## src/rtl/mem_access_ctrl.sv

```systemverilog
// Sequences one 32-bit load/store as two 16-bit phases on an asynchronous SRAM.
// Holds ready low until the access retires, so the pipeline freezes meanwhile.
module mem_access_ctrl #(
    parameter logic [31:0] BASE_ADDR    = 32'd1024,
    parameter int unsigned PHASE_CYCLES = 2
) (
    input  logic        clk,
    input  logic        rst,
    input  logic        MEM_R_EN,
    input  logic        MEM_W_EN,
    input  logic [31:0] address,
    input  logic [31:0] wdata,
    output logic        ready,
    output logic [31:0] rdata,
    output logic [17:0] SRAM_ADDR,
    output logic [15:0] SRAM_DQ_OUT,
    input  logic [15:0] SRAM_DQ_IN,
    output logic        SRAM_DQ_OE,
    output logic        SRAM_WE_N
);

    typedef enum logic [1:0] {
        S_IDLE,
        S_LOW,
        S_HIGH,
        S_DONE
    } state_t;

    localparam logic [3:0] LAST_CNT = 4'(PHASE_CYCLES - 1);

    state_t      state_q, state_d;
    logic [3:0]  cnt_q, cnt_d;
    logic        wr_q, wr_d;
    logic [16:0] addr_q, addr_d;
    logic [31:0] wdata_q, wdata_d;
    logic [31:0] rdata_q, rdata_d;

    logic [31:0] offset;
    logic        req;
    logic        phase_hi;
    logic        unused_offset_bits;

    // Window-relative byte offset; wraps modulo 2^32, and the half-word index wraps modulo 2^18.
    assign offset             = address - BASE_ADDR;
    assign unused_offset_bits = ^{offset[31:19], offset[1:0]};
    assign req                = MEM_R_EN | MEM_W_EN;
    assign phase_hi           = (state_q == S_HIGH);
    assign rdata              = rdata_q;

    always_ff @(posedge clk or posedge rst) begin
        if (rst) begin
            state_q <= S_IDLE;
            cnt_q   <= '0;
            wr_q    <= 1'b0;
            addr_q  <= '0;
            wdata_q <= '0;
            rdata_q <= '0;
        end else begin
            state_q <= state_d;
            cnt_q   <= cnt_d;
            wr_q    <= wr_d;
            addr_q  <= addr_d;
            wdata_q <= wdata_d;
            rdata_q <= rdata_d;
        end
    end

    always_comb begin
        state_d     = state_q;
        cnt_d       = cnt_q;
        wr_d        = wr_q;
        addr_d      = addr_q;
        wdata_d     = wdata_q;
        rdata_d     = rdata_q;
        ready       = 1'b0;
        SRAM_ADDR   = '0;
        SRAM_DQ_OUT = '0;
        SRAM_DQ_OE  = 1'b0;
        SRAM_WE_N   = 1'b1;

        case (state_q)
            S_IDLE: begin
                ready = ~req;
                if (req) begin
                    // A store wins over a simultaneous load request.
                    wr_d    = MEM_W_EN;
                    addr_d  = offset[18:2];
                    wdata_d = wdata;
                    cnt_d   = '0;
                    state_d = S_LOW;
                end
            end
            S_LOW, S_HIGH: begin
                SRAM_ADDR = {addr_q, phase_hi};
                if (wr_q) begin
                    SRAM_DQ_OUT = phase_hi ? wdata_q[31:16] : wdata_q[15:0];
                    SRAM_DQ_OE  = 1'b1;
                    SRAM_WE_N   = 1'b0;
                end
                if (cnt_q == LAST_CNT) begin
                    cnt_d = '0;
                    if (!wr_q) begin
                        if (phase_hi) rdata_d[31:16] = SRAM_DQ_IN;
                        else          rdata_d[15:0]  = SRAM_DQ_IN;
                    end
                    state_d = phase_hi ? S_DONE : S_HIGH;
                end else begin
                    cnt_d = cnt_q + 4'd1;
                end
            end
            S_DONE: begin
                // Request inputs still hold the retiring instruction, so they are ignored here.
                ready   = 1'b1;
                state_d = S_IDLE;
            end
            default: state_d = S_IDLE;
        endcase
    end

endmodule

```

## config.mk

```make
export PLATFORM = sky130hd
export DESIGN_NAME = mem_access_ctrl
export DESIGN_NICKNAME = d
export VERILOG_FILES = /design/src/rtl/mem_access_ctrl.sv
export SDC_FILE = /design/constraint.sdc
export NUM_CORES = 1
export LEC_CHECK = 0
export CORE_MARGIN = 2
export CORE_UTILIZATION = 44
export CTS_CLUSTER_SIZE = 8
export DETAILED_ROUTE_END_ITERATION = 8
export GPL_ROUTABILITY_DRIVEN = 0
export MAX_ROUTING_LAYER = met4
export PLACE_DENSITY = 0.8
export SYNTH_ARGS = -nofsm -noshare
export SYNTH_HDL_FRONTEND = slang
export SYNTH_SLANG_ARGS = --single-unit
```

## constraint.sdc

```tcl
create_clock -name clk -period 4 [get_ports clk]
set_clock_uncertainty 0.15 [all_clocks]
set_input_delay 0.6 -clock clk [delete_from_list [all_inputs] [get_ports clk]]
set_output_delay 0.6 -clock clk [all_outputs]
set_load 0.01 [all_outputs]
```

==> flow_summary_export.csv <==
group,metric,value,unit
setup_path,regToRegStartpoint,"state_q[0]$_DFFE_PP0P_",
synth,synth-edff-count,0,
sta,setup_viol,0,
synth,ys_warn_count,0,
final_layout,num-nets-final,612,
clock_network,htree_num_levels,3,
final_layout,num_antenna_cells,0,
drt,firstDrtPassIters,5,
synth,netlist_area,3950,um^2
sta,max_slew_margin,0.302,
place,dp_cells,619,
die,fp.coreArea,8720,um^2
setup_path,rr_worst_depth,5,
sta,fmax,0.312,GHz
setup_path,worst_setup_path_end_kind,"primary output",
global_route,grt_use_total,0.201,
global_route,grt_max_degree,63,
synth,ys_seq_elements,88,
run_status,status,"completed",
sta,tightest_slew,1.04,ns
sta,slew_viol_final,0,
die,fp-row-count,34,
sta,hold_viol_final,0,
final_layout,layoutNonFillerInstCount,635,
setup_path,cp.arrival,2.46,ns
clock_network,cts_tree,"built",
clock_network,clk_pin_slew,0.09,ns
die,die_w,98.8,um
sta,min_period_over_period,0.802,
synth,synth_top_area_frac,0.557,
setup_path,worstPathRequired,3.25,ns
clock_network,cts_inserted_buffers,9,
synth,synth.area.top_cells,"dfrtp_1 56%, nand2_1 12%, mux2_2 9.1%",
place,portBuffers,137,
sta,fin_crit,3.21,ns
synth,synth_cells,389,
global_route,antenna_found_initial,0,
global_route,grt_pass1_vias,3138,
synth,seq_area_frac_synth,0.557,
place,hpwl,6.46,mm
pwr,p_leak,2.50,nW
setup_path,path_class,"reg -> out",
clock_network,clockRootBuffer,"clkbuf_8",
drt,drc,0,
synth,synthFlopType,"dfrtp_1",
clock_network,post-cts-setup-buffers,0,
synth,synth_cell_types,35,
drt,finalWirelength,8.96,mm
die,die_height,98.8,um
setup_path,crit_fanout,12,
clock_network,cts.sinks,88,
drt,drtAntennaViolNets,0,
synth,synth_nets,479,
global_route,grt_pass1_wl,15.2,mm
clock_network,cts.path.max_buffers,2,
clock_network,cts_hold_buf,0,
final_layout,fill_cells,720,
die,dieArea,9760,um^2
drt,viasPerCell,4.96,
pwr,ir_drop,0.408,mV
drt,wl_per_cell,14.1,um
final_layout,syn2layout_area_growth,41.7,%
clock_network,clock_latency,0.34,ns
synth,yosys.area.top_type,"dfrtp_1",
clock_network,cts_resized,0,
final_layout,layout-drive-gt1-share,0.114,
run,maxCapViolCount,0,
global_route,grt-ovfl-total,0,
setup_path,startpoint_type,"flop",
drt,num_vias,3150,
synth,syn_avg_cell_area,10.2,um^2
pwr,p_per_area,798,nW/um^2
die,io_pins,153,
sta,rsz0062_at_grt,"false",
worst_hold_path,min_path_cells,2,
die,start_util,0.453,
setup_path,startpoint,"state_q[0]$_DFFE_PP0P_",
sta,setup_tns,0,ns
synth,ys_async_sr_fraction,1.00,
drt,drtIter0Drc,100,
worst_hold_path,hp-class,"reg -> reg",
worst_hold_path,hold_start,"addr_q[15]$_DFFE_PP0P_",
==> flip-flops by register name, indices dropped and copies added (netlist names) <==
| register | cells |
|---|---|
| addr_q | 17 |
| cnt_q | 4 |
| rdata | 32 |
| state_q | 2 |
| wdata_q | 32 |
| wr_q | 1 |
==> stage by stage <==
stage                     total power, mW  setup slack (ns)   util  hold slack (ns)  area [um^2]
final                                4.47             0.792  0.642            0.323         5600
after global routing                 4.84             0.555  0.642            0.350         5600
after CTS                            4.53             0.753  0.642            0.328         5600
after detailed placement             3.96              1.06  0.622            0.308         5420
after global placement               3.87              1.08  0.622            0.304         5420
after floorplan                      2.85             0.971      -            0.288         3950
==> layout by cell type, fill, tap and decap left out, types with 2 or more instances in the layout <==
master and n:
mux2_2 32, nor2_1 25, or4_1 4, inv_1 6, a31oi_1 5, nand3_1 2, clkbuf_8 9, clkinv_2 2
a21oi_1 2, ha_1 6, nand2b_1 3, or2_2 2, buf_4 6, nor3b_1 2, nand2_1 129, and2_1 18
clkinvlp_4 2, inv_6 3, dfrtp_1 88, o21ai_0 7, clkdlybuf4s50_1 137, or3_1 3, o31ai_1 2, mux2i_1 17
==> cells by family (layout without fill, tap and decap cells) <==
group / Yosys count / after routing / share of synthesized area
AO/OA/AOI/OAI: 23 / 23 / 0.0377
XOR/XNOR: 1 / 1 / 0.00222
adder cells (fa/ha/maj): 6 / 6 / 0.0190
buffers and inverters: 28 / 166 / 0.0313
flip-flops: 88 / 88 / 0.557
multiplexers: 49 / 49 / 0.134
AND/OR/NAND/NOR: 194 / 194 / 0.218
==> synthesized netlist by cell type, types with 3 or more instances <==
master	number
nand2b_1	3
or4_1	4
dfrtp_1	88
mux2i_1	17
buf_2	3
mux2_2	32
ha_1	6
and2_1	18
inv_1	7
clkbuf_1	15
o21ai_0	8
nor2_1	25
nand2_1	129
a31oi_1	5
or3_1	3
==> path summary, 6_finish.rpt <==
check	endpoint	slack (ns)
setup / recovery	SRAM_DQ_OUT[14]	0.79
hold / removal	addr_q[15]$_DFFE_PP0P_	0.32
setup reg to reg	rdata[5]$_DFFE_PP0P_	1.27
hold reg to reg	addr_q[15]$_DFFE_PP0P_	0.32
max in group asynchronous	addr_q[8]$_DFFE_PP0P_	2.16
min in group asynchronous	rdata[23]$_DFFE_PP0P_	0.63
==> final cells by class <==
class / count / area (um^2) / share of cell area
sequential: 88 / 2200 / 0.393
tap: 108 / 135 / 0.0241
multi-input combinational: 273 / 1640 / 0.293
inverter: 7 / 27.5 / 0.00492
timing repair buffer: 143 / 1420 / 0.253
clock buffer: 9 / 124 / 0.0221
clock inverter: 7 / 55.1 / 0.00983
==> critical path, stage by stage (launching register included) <==
cell and delay, ns:
dfrtp_1 0.39, inv_1 0.10, ha_1 0.49, buf_4 0.34, mux2i_1 0.21, nor2_1 0.05, clkdlybuf4s50_1 0.53
==> where the power goes <==
part           switching, mW  leakage (nW)  internal (mW)
clock                  0.330        0.0866          0.232
sequential             0.232          1.06           1.33
combinational           1.08          1.36           1.26
==> layer usage <==
| layer | track usage | vias to the layer above | wire length (um) | share of wire |
|---|---|---|---|---|
| li1 | - | 1532 | - | - |
| met5 | - | - | 0 | 0 |
| met1 | 0.265 | 1514 | 4020 | 0.45 |
| met2 | 0.318 | 90 | 4370 | 0.49 |
| met4 | 0.0717 | 0 | 158 | 0.018 |
| met3 | 0.0298 | 14 | 414 | 0.046 |
Power figures use the tool's default switching activity.
==> RTL change (config.mk and constraints unchanged) <==
Make the reset (`rst`) synchronous in one clocked block. Comments in the files are not updated.
--- a/src/rtl/mem_access_ctrl.sv
+++ b/src/rtl/mem_access_ctrl.sv
@@ -49,3 +49,3 @@
 
-    always_ff @(posedge clk or posedge rst) begin
+    always_ff @(posedge clk) begin
         if (rst) begin
Formal check against the unedited RTL: differs if rst is asserted again (counterexample within 4 cycles, from zero or initial values and one cycle with rst high); with rst held inactive, the same outputs for 10 cycles.
==> RTL change against the original RTL <==
Sequential cell count unchanged. Worst setup slack got worse by 0.073 ns. Global-route usage up 0.85 points. Highest routed layer unchanged. Synthesized area decreased by 3.0%. Sequential share of layout area shrank 6.9 points. Core utilization decreased by 1.0 points. Final area shrank 3.1%. Hold slack got worse by 0.014 ns. Wire length increased by 8.6%.
Power is not compared: it rests on default switching activity, and its combinational part moved more than twofold at a synthesized area within 25%.
==> RTL change: results (changes against the original RTL) <==
** Status
- Status :: finished clean

** STA
- The measured slew at the worst slew-check pin was 0.827 ns (-0.215 ns).

** Route
- The final routed wire length divided by cell count is 14.1 microns (about the same).
- DR vias :: 3,499 (+11%)
- Met1 WL :: 4.35 mm (+8.2%)
- The total length of routed met3 wires is 605 microns (+46%).
- Routed wire length on met2 :: 4.66 mm (+6.7%)
- DR iter-0 viols :: 130 (+30%)
- The number of search-and-repair iterations in the first detailed-routing pass is 4 (-1).

** Yosys
- Yosys attributes the largest share of cell area to sky130_fd_sc_hd__dfxtp_1 46%, sky130_fd_sc_hd__nand2_1 13%, sky130_fd_sc_hd__mux2i_1 13%.
- The most used flip-flop cell after synthesis is sky130_fd_sc_hd__dfxtp_1.
- Cell types with the highest counts after synthesis :: 132 x sky130_fd_sc_hd__nand2_1, 88 x sky130_fd_sc_hd__dfxtp_1, 49 x sky130_fd_sc_hd__mux2i_1
- Post-Syn Instances :: 454 (+17%)
- Mapped Nets :: 544 (+14%)
- Share of flip-flops with an asynchronous set or reset :: 0% (-100 points)
- The distinct cell type count after synthesis is 39 (+11%).
- Portion of the post-synthesis area used by sequential elements :: 46.0% (-9.7 points)

** Clock network
- The total setup buffers inserted after CTS came to 0 (unchanged).
- The clock latency on the worst-skew pair was 0.36 ns (+0.02 ns).

** Final layout
- The number of fillers in the final layout came to 743 (+3.2%).
- Number of cells in the finished layout apart from fillers :: 690 (+8.7%)
- The share of post-route cells with drive strength above 1 came to 5.33% (-6.1 points).
- NumNets Final :: 667 (+9.0%)

** Worst setup path
- Crit path arrival time :: 2.53 ns (+0.07 ns)
- The largest fanout of any net on the critical path was 11 (-1).

** Power and ir drop
- In this run the power spent charging and discharging nets is roughly 780 uW.
- Max IR drop VDD :: between 0.2 and 0.25 mV

** Global routing
- The wire length of the first global-routing pass is 16.0 mm (+4.9%).
- Maximum number of pins on one net before global-route repair :: 55 (-13%)
- The global-route usage over all layers came to 20.9% (+0.85 points).

** Placement
- The instance area after placement came to 5230 sq um (-3.6%).
- The placed wire-length estimate was 6.74 mm (+4.3%).
- The worst setup slack after placement was 0.797 ns (-0.264 ns).
## RTL change: cell count changes after synthesis, moves of 3 or more
cell	delta
sky130_fd_sc_hd__dfxtp_1	+88
sky130_fd_sc_hd__dfrtp_1	-88
sky130_fd_sc_hd__buf_2	+5
sky130_fd_sc_hd__and4_1	+3
sky130_fd_sc_hd__nor4_1	+4
sky130_fd_sc_hd__mux2_2	-32
sky130_fd_sc_hd__mux2i_1	+32
sky130_fd_sc_hd__a211oi_1	+6
sky130_fd_sc_hd__nand2_1	+3
sky130_fd_sc_hd__nor3_1	+3
sky130_fd_sc_hd__a21oi_1	+43
sky130_fd_sc_hd__clkbuf_1	+6
## RTL change: cell type report
type,count,share of cell area (%)
tap,108,2.49
inverter,7,0.484
timing repair buffer,144,26.1
sequential,88,32.5
clock inverter,6,1.36
multi-input combinational,327,34.7
clock buffer,10,2.35
## RTL change: logic make-up (layout without fill, tap and decap cells)
group / count (synthesis) / after routing / share of synthesized area (%)
simple gates: 201 / 201 / 24.0
flops: 88 / 88 / 46.0
compound gates: 69 / 69 / 9.83
mux: 49 / 49 / 12.8
buf+inv: 39 / 167 / 5.00
fa+ha+maj: 6 / 6 / 1.96
xor+xnor: 2 / 2 / 0.457
## RTL change: power groups by stage
stage	combinational [mW]	clock (mW)	sequential, mW
global route	0.785	0.684	1.06
detailed placement	0.710	0	1.07
global placement	0.690	0	1.06
CTS	0.715	0.648	1.05
finish	0.710	0.637	1.05
floorplan	0.446	0	1.06
## RTL change: through the flow
step	utilization, %	hold WS (ns)	power (mW)
floorplan	-	0.282	1.51
global placement	60.8	0.287	1.75
detailed placement	60.8	0.296	1.78
CTS	63.2	0.308	2.41
global route	63.2	0.323	2.53
finish	63.2	0.309	2.40
## RTL change: routing by layer
metal / up-vias / GRT usage [%]
li1: 1758 / -
met1: 1615 / 25.5
met2: 113 / 34.5
met3: 13 / 5.68
met4: 0 / 5.77
met5: - / -
## RTL change: final timing paths
kind | start | end | slack [ns] | cells past startpoint
worst max-delay path | state_q[0] | SRAM_DQ_OUT[1] | 0.72 | 6
worst min-delay path | wdata_q[18] | wdata_q[18] | 0.31 | 2
worst max register to register | state_q[0] | addr_q[9] | 1.83 | 6
worst min register to register | wdata_q[18] | wdata_q[18] | 0.31 | 2
## RTL change: critical path: stages (launching register included)
cell,delay (ns)
sky130_fd_sc_hd__dfxtp_1,0.34
sky130_fd_sc_hd__inv_1,0.10
sky130_fd_sc_hd__ha_1,0.58
sky130_fd_sc_hd__buf_4,0.34
sky130_fd_sc_hd__mux2i_1,0.24
sky130_fd_sc_hd__nor2_1,0.06
sky130_fd_sc_hd__clkdlybuf4s50_1,0.52
